===== config.mk =====
export PLATFORM = sky130hd
export DESIGN_NAME = dsp48a1_mac_seq
export DESIGN_NICKNAME = d
export VERILOG_FILES = /design/src/rtl/dsp_mac_seq_pkg.sv /design/src/rtl/dsp_mac_seq_sat.sv /design/src/rtl/dsp48a1_mac_seq.sv
export SDC_FILE = /design/constraint.sdc
export NUM_CORES = 1
export LEC_CHECK = 0
export CAP_MARGIN = 20
export CORE_UTILIZATION = 41
export CTS_CLUSTER_SIZE = 10
export DETAILED_ROUTE_END_ITERATION = 7
export GPL_TIMING_DRIVEN = 1
export HOLD_SLACK_MARGIN = 0.15
export PLACE_DENSITY = 0.87
export SLEW_MARGIN = 15
export SYNTH_ARGS = -nofsm -noshare
export SYNTH_HDL_FRONTEND = slang
export SYNTH_HIERARCHICAL = 1
export SYNTH_SLANG_ARGS = --single-unit

===== constraint.sdc =====
create_clock -name clk -period 2.4 [get_ports clk]
set_input_delay 0.48 -clock clk [delete_from_list [all_inputs] [get_ports clk]]
set_output_delay 0.48 -clock clk [all_outputs]
set_load 0.005 [all_outputs]

===== src/rtl/dsp_mac_seq_pkg.sv =====
// rtl/dsp_mac_seq_pkg.sv - shared states and OPMODE tags for the DSP48A1 MAC sequencer
package dsp_mac_seq_pkg;

  typedef enum logic [2:0] {
    IDLE  = 3'd0,
    FEED  = 3'd1,
    DRAIN = 3'd2,
    WAIT  = 3'd3,
    ZERO  = 3'd4,
    DONE  = 3'd5
  } state_t;

  localparam logic [7:0] OPM_FIRST   = 8'h01;
  localparam logic [7:0] OPM_ACC     = 8'h09;
  localparam logic [7:0] OPM_BUBBLE  = 8'h08;
  localparam int         OPM_SUB_BIT = 7;

  // First beat starts from Z=0 so stale P from a previous job never leaks in.
  function automatic logic [7:0] beat_tag(input logic first, input logic sub);
    logic [7:0] tag;
    tag = first ? OPM_FIRST : OPM_ACC;
    tag[OPM_SUB_BIT] = sub;
    return tag;
  endfunction

endpackage


===== src/rtl/dsp_mac_seq_sat.sv =====
// rtl/dsp_mac_seq_sat.sv - combinational signed clamp of the 48-bit accumulator to SAT_W bits
module dsp_mac_seq_sat #(
  parameter int SAT_W = 36
) (
  input  logic [47:0] din,
  output logic [47:0] dout,
  output logic        sat
);

  localparam logic [47:0] MAX_V = (48'd1 << (SAT_W - 1)) - 48'd1;
  localparam logic [47:0] MIN_V = ~MAX_V;

  logic fits;

  // Value fits when every bit above the SAT_W sign bit repeats the sign.
  assign fits = (din[47:SAT_W-1] == {(49 - SAT_W){din[47]}});

  always_comb begin
    sat  = ~fits;
    dout = din;
    if (!fits) begin
      dout = din[47] ? MIN_V : MAX_V;
    end
  end

endmodule


===== src/rtl/dsp48a1_mac_seq.sv =====
// rtl/dsp48a1_mac_seq.sv - DSP48A1 dot-product sequencer; DSP_MAC_SAT_EN enables result clamping
module dsp48a1_mac_seq
  import dsp_mac_seq_pkg::*;
#(
  parameter int LEN_W   = 16,
  parameter int DSP_LAT = 3,
  parameter int SAT_W   = 36
) (
  input  logic              clk,
  input  logic              rst,
  input  logic              start,
  input  logic [LEN_W-1:0]  cfg_len,
  input  logic              cfg_sub,
  output logic              busy,
  input  logic              in_valid,
  output logic              in_ready,
  input  logic [17:0]       in_a,
  input  logic [17:0]       in_b,
  output logic              res_valid,
  input  logic              res_ready,
  output logic [47:0]       res_data,
  output logic              res_carry,
  output logic              res_sat,
  output logic [17:0]       dsp_a,
  output logic [17:0]       dsp_b,
  output logic [7:0]        dsp_opmode,
  output logic              dsp_ce,
  output logic              dsp_rstp,
  input  logic [47:0]       dsp_p,
  input  logic              dsp_carryout
);

  if (DSP_LAT < 2 || DSP_LAT > 17) begin : g_bad_lat
    $error("DSP_LAT out of range");
  end
  if (SAT_W < 2 || SAT_W > 48) begin : g_bad_sat_w
    $error("SAT_W out of range");
  end

  localparam logic [3:0] DRAIN_LAST = 4'(DSP_LAT - 2);

  state_t           state_q, state_d;
  logic [LEN_W-1:0] cnt_q;
  logic             first_q;
  logic             sub_q;
  logic [3:0]       drain_q;
  logic [7:0]       opm_q;
  logic [7:0]       tag;
  logic             accept;
  logic             advance;
  logic [47:0]      cap_data;
  logic             cap_sat;
  logic [47:0]      res_data_q;
  logic             res_carry_q;
  logic             res_sat_q;

`ifdef DSP_MAC_SAT_EN
  dsp_mac_seq_sat #(
    .SAT_W (SAT_W)
  ) u_sat (
    .din  (dsp_p),
    .dout (cap_data),
    .sat  (cap_sat)
  );
`else
  assign cap_data = dsp_p;
  assign cap_sat  = 1'b0;
`endif

  always_comb begin
    state_d   = state_q;
    busy      = 1'b1;
    in_ready  = 1'b0;
    accept    = 1'b0;
    advance   = 1'b0;
    dsp_a     = '0;
    dsp_b     = '0;
    tag       = OPM_BUBBLE;
    dsp_rstp  = rst;
    res_valid = 1'b0;
    unique case (state_q)
      IDLE: begin
        busy = 1'b0;
        if (start) begin
          state_d = (cfg_len != '0) ? FEED : ZERO;
        end
      end
      FEED: begin
        in_ready = 1'b1;
        if (in_valid) begin
          accept  = 1'b1;
          advance = 1'b1;
          dsp_a   = in_a;
          dsp_b   = in_b;
          tag     = beat_tag(first_q, sub_q);
          if (cnt_q == LEN_W'(1)) begin
            state_d = DRAIN;
          end
        end
      end
      DRAIN: begin
        // Zero operands with a P+0 tag push the last real product through M and P.
        advance = 1'b1;
        if (drain_q == DRAIN_LAST) begin
          state_d = WAIT;
        end
      end
      WAIT: begin
        state_d = DONE;
      end
      ZERO: begin
        dsp_rstp = 1'b1;
        state_d  = DONE;
      end
      DONE: begin
        res_valid = 1'b1;
        if (res_ready) begin
          state_d = IDLE;
        end
      end
      default: begin
        state_d = IDLE;
      end
    endcase
  end

  assign dsp_ce     = advance;
  assign dsp_opmode = opm_q;
  assign res_data   = res_data_q;
  assign res_carry  = res_carry_q;
  assign res_sat    = res_sat_q;

  always_ff @(posedge clk) begin
    if (rst) begin
      state_q     <= IDLE;
      cnt_q       <= '0;
      first_q     <= 1'b0;
      sub_q       <= 1'b0;
      drain_q     <= '0;
      opm_q       <= '0;
      res_data_q  <= '0;
      res_carry_q <= 1'b0;
      res_sat_q   <= 1'b0;
    end else begin
      state_q <= state_d;
      if (state_q == IDLE && start) begin
        cnt_q   <= cfg_len;
        first_q <= 1'b1;
        sub_q   <= cfg_sub;
      end
      if (accept) begin
        cnt_q   <= cnt_q - LEN_W'(1);
        first_q <= 1'b0;
      end
      drain_q <= (state_q == DRAIN) ? drain_q + 4'd1 : 4'd0;
      // One-step delay so the slice's OPMODE register meets the matching M value.
      if (advance) begin
        opm_q <= tag;
      end
      if (state_q == WAIT) begin
        res_data_q  <= cap_data;
        res_carry_q <= dsp_carryout;
        res_sat_q   <= cap_sat;
      end else if (state_q == ZERO) begin
        res_data_q  <= '0;
        res_carry_q <= 1'b0;
        res_sat_q   <= 1'b0;
      end
    end
  end

endmodule


==> out/results.txt, run 1 <==
The run gives 3716 as the via count. By area the synthesized netlist is led by dfxtp_1 (44%), a22oi_1 (11%), nor2_1 (7.0%). The synthesized netlist contains 53 unique library cells.

STA puts the critical path data arrival time at 1.81 ns. The run finished with clean final reports. Clock skew on the completed layout was measured at 0.00844 ns. The floorplan step defined a die boundary enclosing 8830 um2. The final cell count without fillers is 698, and the y dimension of the die is 94.0 um. The synthesized design spends more area on one cell type than any other, namely dfxtp_1. The most common cell in the synthesized netlist is dfxtp_1. The kind of path behind the tightest hold check is reg2reg. Timing analysis after detailed placement gives a worst setup slack of -0.156 ns. The count of nets left with antenna violations after detail routing was 0.

Most used flip-flop cell after synthesis: dfxtp_1. The die width is 94.0 um. The number of I/O pins came out at 206. The initial antenna violation count was 0; the average vias per placed instance was 5.32. The count of final setup violators came out at 0.

TritonCTS built the clock tree. The signed area change from the synthesized netlist to the final layout was 64.9%; the number of buffers added on ports was 199. The via count of the first global-routing pass is 3703.

The critical path endpoint category was a primary output. Counting flops with a built-in enable in the synthesized netlist gives 0. Yosys printed 6 warnings. The region available for standard cell placement spans 8220 um2. The final layout contains routed wiring with a total length of 10.8 mm. The share of flip-flops with an asynchronous set or reset was 0; the total routing resource utilization after global routing was 0.249. Of all nets on the critical path, the largest fanout is 4. The clock drives 77 sinks. Top-area cell type share of the netlist area: 0.445. Total non-filler cell area in the finished layout: 5720 um2.

The deepest clock path buffer count is 2, and the worst supply voltage drop on vdd is 0.321 mV. Fraction of final layout cells sized beyond drive strength 1: 0.0708. STA classifies the critical path startpoint as a register. After detailed routing, the number of remaining DRC violations is 0. The number of iterations in the first detailed-routing pass is 4, and the register clock-pin slew on the reported worst setup and hold paths is 0.08 ns. Average size of a mapped cell: 8.76 um2. Entering global routing, the biggest net connects 71 pins. The hold violation count in the final report came out at 0.

The fraction of the cycle the final worst path needs works out to 0.952. For this design the ratio of total power to cell area is 607 nW/um2. The shortest period the worst path allows came out at 2.29 ns.

The tool flagged a number of max-cap violations equal to 0. Summing every instance area after synthesis gives 3470 um2. The class of the most critical setup path is reg2out.

Effective utilization at floorplan: 0.422. The CTS root buffer was clkbuf_8. The detailed placer's ending HPWL was 7.92 mm. Setup repair after global routing left no endpoint under its margin. The total cell area at the placement stage was 5560 um2. The first global-routing pass estimated 17.2 mm of wire. The fraction of the yosys area taken by sequential cells was 0.445. The tools report the number of instances in the synthesized netlist as 396. Setup slack closes at 0.115 ns. The run gives 9 as the number of buffers inserted during clock tree synthesis.

The floorplan has 33 rows. For the worst-skew pair, the clock arrives at the later sink with an insertion delay of 0.35 ns. The detailed router finished its first iteration with 192 violations.

The run gives 2.27 nW as the leakage power summed over all cells. The final layout net count was 699; the count of state elements after synthesis was 77. The final weighted congestion of routability-driven global placement was 0.853. Post-layout total power: 3.47 mW. On the final layout, the worst hold slack is 0.460 ns.

Buffers added to address setup during post-CTS repair amount to 0. The maximum level of the CTS H-tree is 3, and the data required time of the critical path is 1.92 ns. The normalized max-slew margin came out at 0.519. After global routing the overflow that remains totals 0. The number of filler instances in the final layout is 680. The number of placed cells counting well taps was 682; the actual slew at the worst max-slew pin was 0.721 ns. Buffers inserted to repair hold after CTS numbered 0. The per-cell routed wire length was 15.4 um; the maximum achievable frequency was 0.438 GHz. The number of antenna diodes in the final layout is 0. The commonest cells after synthesis are dfxtp_1 (77), nor2_1 (65), a22oi_1 (51), and2_1 (36), clkbuf_1 (21). The final max-slew violation count was 0.
registers in the layout (all words and copies together), names as in the netlist:
signal / cells
res_data: 48
dsp_opmode: 3
cnt_q: 16
res_carry: 1
state_q: 3
drain_q: 4
first_q: 1
sub_q: 1
placed cells by master (no fill, tap or decap), drive strengths merged, types with 8 or more instances in the layout:
cell type / netlist / layout
dfxtp: 77 / 77
clkdlybuf4s50: 0 / 161
nand2: 16 / 16
a21oi: 9 / 9
a22oi: 51 / 51
nor2: 65 / 65
nor3: 8 / 8
and2: 36 / 36
clkbuf: 21 / 11
buf: 16 / 15
dlygate4sd2: 0 / 36
power breakdown:
| part | switching (mW) | internal (mW) |
|---|---|---|
| combinational | 0.472 | 0.553 |
| clock | 0.484 | 0.485 |
| sequential | 0.0984 | 1.38 |
critical path, stage by stage (launching register included):
cell and delay (ns):
dfxtp_1 0.34, or3b_2 0.54, nand2_1 0.09, clkdlybuf4s50_1 0.49
area by class of cell:
class	instances	area, um2	area share
multi-input cells	280	1760	0.307
clock buffers	11	131	0.0230
clock inverters	5	61.3	0.0107
flip-flops and latches	77	1540	0.270
repair buffers	213	2070	0.361
well taps	105	131	0.0230
inverters	7	26.3	0.00460
stage by stage:
step                setup TNS, ns  utilization
global route                    0        0.696
CTS                             0        0.695
floorplan                       0            -
finish                          0        0.696
global placement            -3.18        0.677
detailed placement          -4.36        0.677
final timing paths:
check | end | startpoint | depth (start not counted) | slack, ns
worst max-delay path | dsp_ce | state_q[2] | 3 | 0.11
worst min-delay path | dsp_opmode[7] | sub_q | 2 | 0.46
worst max register to register | cnt_q[14] | state_q[2] | 5 | 0.56
worst min register to register | dsp_opmode[7] | sub_q | 2 | 0.46
cell families after synthesis:
| logic type | count (synthesis) | share of synthesized area |
|---|---|---|
| compound gates | 97 | 0.202 |
| buf+inv | 44 | 0.0577 |
| flops | 77 | 0.445 |
| other cells | 1 | 0.00108 |
| mux | 2 | 0.00613 |
| fa+ha+maj | 4 | 0.0144 |
| simple gates | 168 | 0.266 |
| xor+xnor | 3 | 0.00758 |
routing by layer:
metal,share of wire,track usage
met1,0.39,0.280
met2,0.50,0.422
met3,0.081,0.0761
met4,0.032,0.129
met5,0,0
repair_timing:
item	CTS	global route
gates cloned	0	0
setup endpoints to repair	36	2
gates resized for setup	37	2
pin swaps	0	0
Power figures use the tool's default switching activity.
==> run 2: changes to the inputs <==
--- a/config.mk
+++ b/config.mk
@@ -6,13 +6,12 @@
 export NUM_CORES = 1
 export LEC_CHECK = 0
 export CAP_MARGIN = 20
-export CORE_UTILIZATION = 41
+export CORE_UTILIZATION = 34
 export CTS_CLUSTER_SIZE = 10
 export DETAILED_ROUTE_END_ITERATION = 7
 export GPL_TIMING_DRIVEN = 1
 export HOLD_SLACK_MARGIN = 0.15
-export PLACE_DENSITY = 0.87
-export SLEW_MARGIN = 15
+export PLACE_DENSITY = 0.77
 export SYNTH_ARGS = -nofsm -noshare
 export SYNTH_HDL_FRONTEND = slang
 export SYNTH_HIERARCHICAL = 1
==> constraint.sdc (replaced) <==
create_clock -name clk -period 2 [get_ports clk]
set_input_delay 0.4 -clock clk [delete_from_list [all_inputs] [get_ports clk]]
set_output_delay 0.4 -clock clk [all_outputs]
set_load 0.005 [all_outputs]
==> run 2 against run 1 <==
Effect of this change:
- the run now ends with negative setup slack left
- flip-flop and latch count stayed put
- utilization is 6.9 points lower
- total power is 36% higher
- global-route usage is 3.6 points lower
- via count is 3.6% higher
- first-iteration DRC count is 13% lower
- combinational power is 40% higher
- sequential power is 20% higher
- critical path depth is 3 higher
- routed wire length is 9.7% higher
- critical path type unchanged
- highest routed layer unchanged
==> out/results.txt, run 2 (synthesized netlist as in run 1, its figures left out) <==
The flow ran to the end, but the final reports show violations. The checks that failed: negative setup slack. The final worst slack was -0.0201 ns. The average vias per placed instance came out at 5.09.

The hold violation count in the final report was 0. The tools report the overall routed net length as 11.8 mm. In this design, the stage delay of the slowest critical-path cell is 0.36 ns. After the first detailed-routing iteration, the DRC count stood at 168. The share of total power consumed by net switching works out to 0.293. At the end of routability-driven placement, the weighted congestion stood at 0.814. Setup violations remaining at the end of the flow were counted as 7. The run gives 206 as the number of I/O pins. No sink is reached through more buffers than the 2 on the longest clock path. OpenSTA, run right after detailed placement, puts the worst setup slack at -0.409 ns. The run gives 0.515 as the normalized max-slew margin. In this run the number of H-tree levels came out at 3. The total cell area at the placement stage came out at 5780 um2. Based on the critical path, the design can be clocked at up to 0.495 GHz.

The worst setup path is launched from a register. For the worst-skew pair, the clock arrives at the later sink with an insertion delay of 0.34 ns. The pin count of the biggest net entering global routing came out at 71. At the pin with the least slew margin, the transition time is 0.727 ns. The register with the most flip-flops in the layout has 48 of them. Setup repair after global routing could not meet its margin everywhere. The fraction of final layout cells sized beyond drive strength 1 was 0.217. The tightest min-delay check is of the in2reg type.

The logs give 3705 for the via count of the first global-routing pass and 0.455 ns for the final hold slack. Leaving out fill and tap cells, the most frequent cells in the layout are clkdlybuf4s50_1 (156), dfxtp_1 (74), nor2_1 (65). The setup skew after layout came out at 0.0114 ns.

The tree is rooted in a clkbuf_8. The logs give 4 for the number of iterations in the first detailed-routing pass and 0.316 for the power share of the clock group. Worst-path cell with the longest stage delay: dfxtp_4. The internal portion of the total power is 3.32 mW.

The signed area change from the synthesized netlist to the final layout works out to 77.5%. The logs give 0 for the initial antenna violation count and 6150 um2 for the total non-filler cell area in the finished layout. The overall overflow remaining after global route is 0. Buffers placed on the I/O ports in this run total 199. In this run the vertical extent of the chip is 103 um. The repair_antennas step left the layout with diodes totalling 0. In this run the static leakage power is 2.41 nW. Dividing total power by cell area gives a power density of 764 nW/um2.

The final layout net count is 729. The final route contains 3848 vias. The tools report the die area as 10600 um2. Counting the buffers created by CTS gives 9. The fraction of the cycle the final worst path needs works out to 1.01. The first global-routing pass estimated 17.5 mm of wire.

Data arrives at the worst endpoint at 1.62 ns. The post-layout total power came out at 4.70 mW. The cell class contributing the biggest share of worst-path delay was simple AND/OR/NAND/NOR gates.

The die width works out to 103 um. The detailed placer's ending HPWL was 8.39 mm. Buffers inserted to repair hold after CTS numbered 0.

The buffers plus inverters on the worst setup path came out at 4. In this run the worst path has a maximum fanout of 7. The total number of placement rows was 36; the remaining design rule violation count was 0. The register clock-pin slew on the reported worst setup and hold paths was 0.08 ns; the share of total power in combinational logic was 0.306. TritonCTS built the clock tree. In this run the standard cell core region covers 9820 um2. The most used cell along the critical path is buf_6. The tools report the critical path endpoint category as a primary output. After detailed routing, the average wire length per cell comes to 15.6 um. The proportion of power drawn by flip-flops and latches is 0.378, and the worst supply voltage drop on vdd is 0.396 mV.

The total routing resource utilization after global routing was 0.213. Summed over all nets, the switching power comes to 1.38 mW. The number of max-cap violations came out at 0. The shortest period the worst path allows works out to 2.02 ns. Leaving out fill and tap cells, the most frequent cell in the layout is clkdlybuf4s50_1. The run gives 1.60 ns as the data required time of the critical path. The post-route setup TNS is -0.0864 ns.

The clock sink count is 77. The worst setup path is of the reg2out kind. Traced cell by cell, the critical path runs through and4bb_4 > buf_6 > buf_6 > clkbuf_16 > and2_4 > buf_6. The logs give 0 for the final max-slew violation count and 0.353 for the effective utilization at floorplan. Once detail routing completed, the nets flagged for antenna violations numbered 0.
run 2: repair_timing:
item,CTS,global route
setup endpoints to repair,42,31
buffers inserted,5,3
cloned,1,1
resized for setup,120,71
pin swaps,2,14
run 2: worst reg2reg max path: cells and delay by family (launching register included):
kind            cells  cell delay, ns
buf+inv             3            0.41
simple gates        3            0.88
compound gates      1            0.17
flops               1            0.36
run 2: final cells by class:
cell class | instances | area (um2)
well taps | 133 | 166
flip-flops and latches | 77 | 1550
multi-input cells | 280 | 1820
clock buffers | 9 | 124
fillers | 851 | 3670
clock inverters | 7 | 130
inverters | 7 | 26.3
repair buffers | 243 | 2340
run 2: worst paths after layout:
kind                   end  slack (ns)  startpoint  cells after the start
max              dsp_a[13]       -0.02  state_q[1]                      6
min              cnt_q[15]        0.46         rst                      4
max reg2reg       cnt_q[5]        0.11  state_q[1]                      7
min reg2reg  dsp_opmode[3]        0.46     first_q                      1
run 2: stage by stage:
stage | std cells | util
after floorplan | 401 | -
after global placement | 731 | 0.588
after detailed placement | 731 | 0.588
after CTS | 753 | 0.620
after global routing | 756 | 0.627
final | 756 | 0.627
run 2: power by group through the flow:
stage          logic (mW)  registers [mW]  clock network, mW
2_1_floorplan       0.648            1.78                  0
3_3_place_gp         1.31            1.80                  0
3_5_place_dp         1.34            1.81                  0
4_1_cts              1.38            1.77               1.52
5_1_grt              1.57            1.79               1.58
6_report             1.44            1.78               1.49
run 2: routing by layer:
metal / GRT usage / vias to the layer above / share of wire
li1: - / 1864 / -
met1: 0.253 / 1805 / 0.40
met2: 0.364 / 158 / 0.50
met3: 0.0610 / 21 / 0.082
met4: 0.0845 / 0 / 0.020
met5: 0 / - / 0
==> run 3: changes to the inputs <==
--- a/config.mk
+++ b/config.mk
@@ -7,7 +7,7 @@
 export LEC_CHECK = 0
 export CAP_MARGIN = 20
 export CORE_UTILIZATION = 34
-export CTS_CLUSTER_SIZE = 10
+export CTS_CLUSTER_SIZE = 16
 export DETAILED_ROUTE_END_ITERATION = 7
 export GPL_TIMING_DRIVEN = 1
 export HOLD_SLACK_MARGIN = 0.15
==> results of run 3 <==
No change in the layout: final DEF, timing and power equal those of run 2.
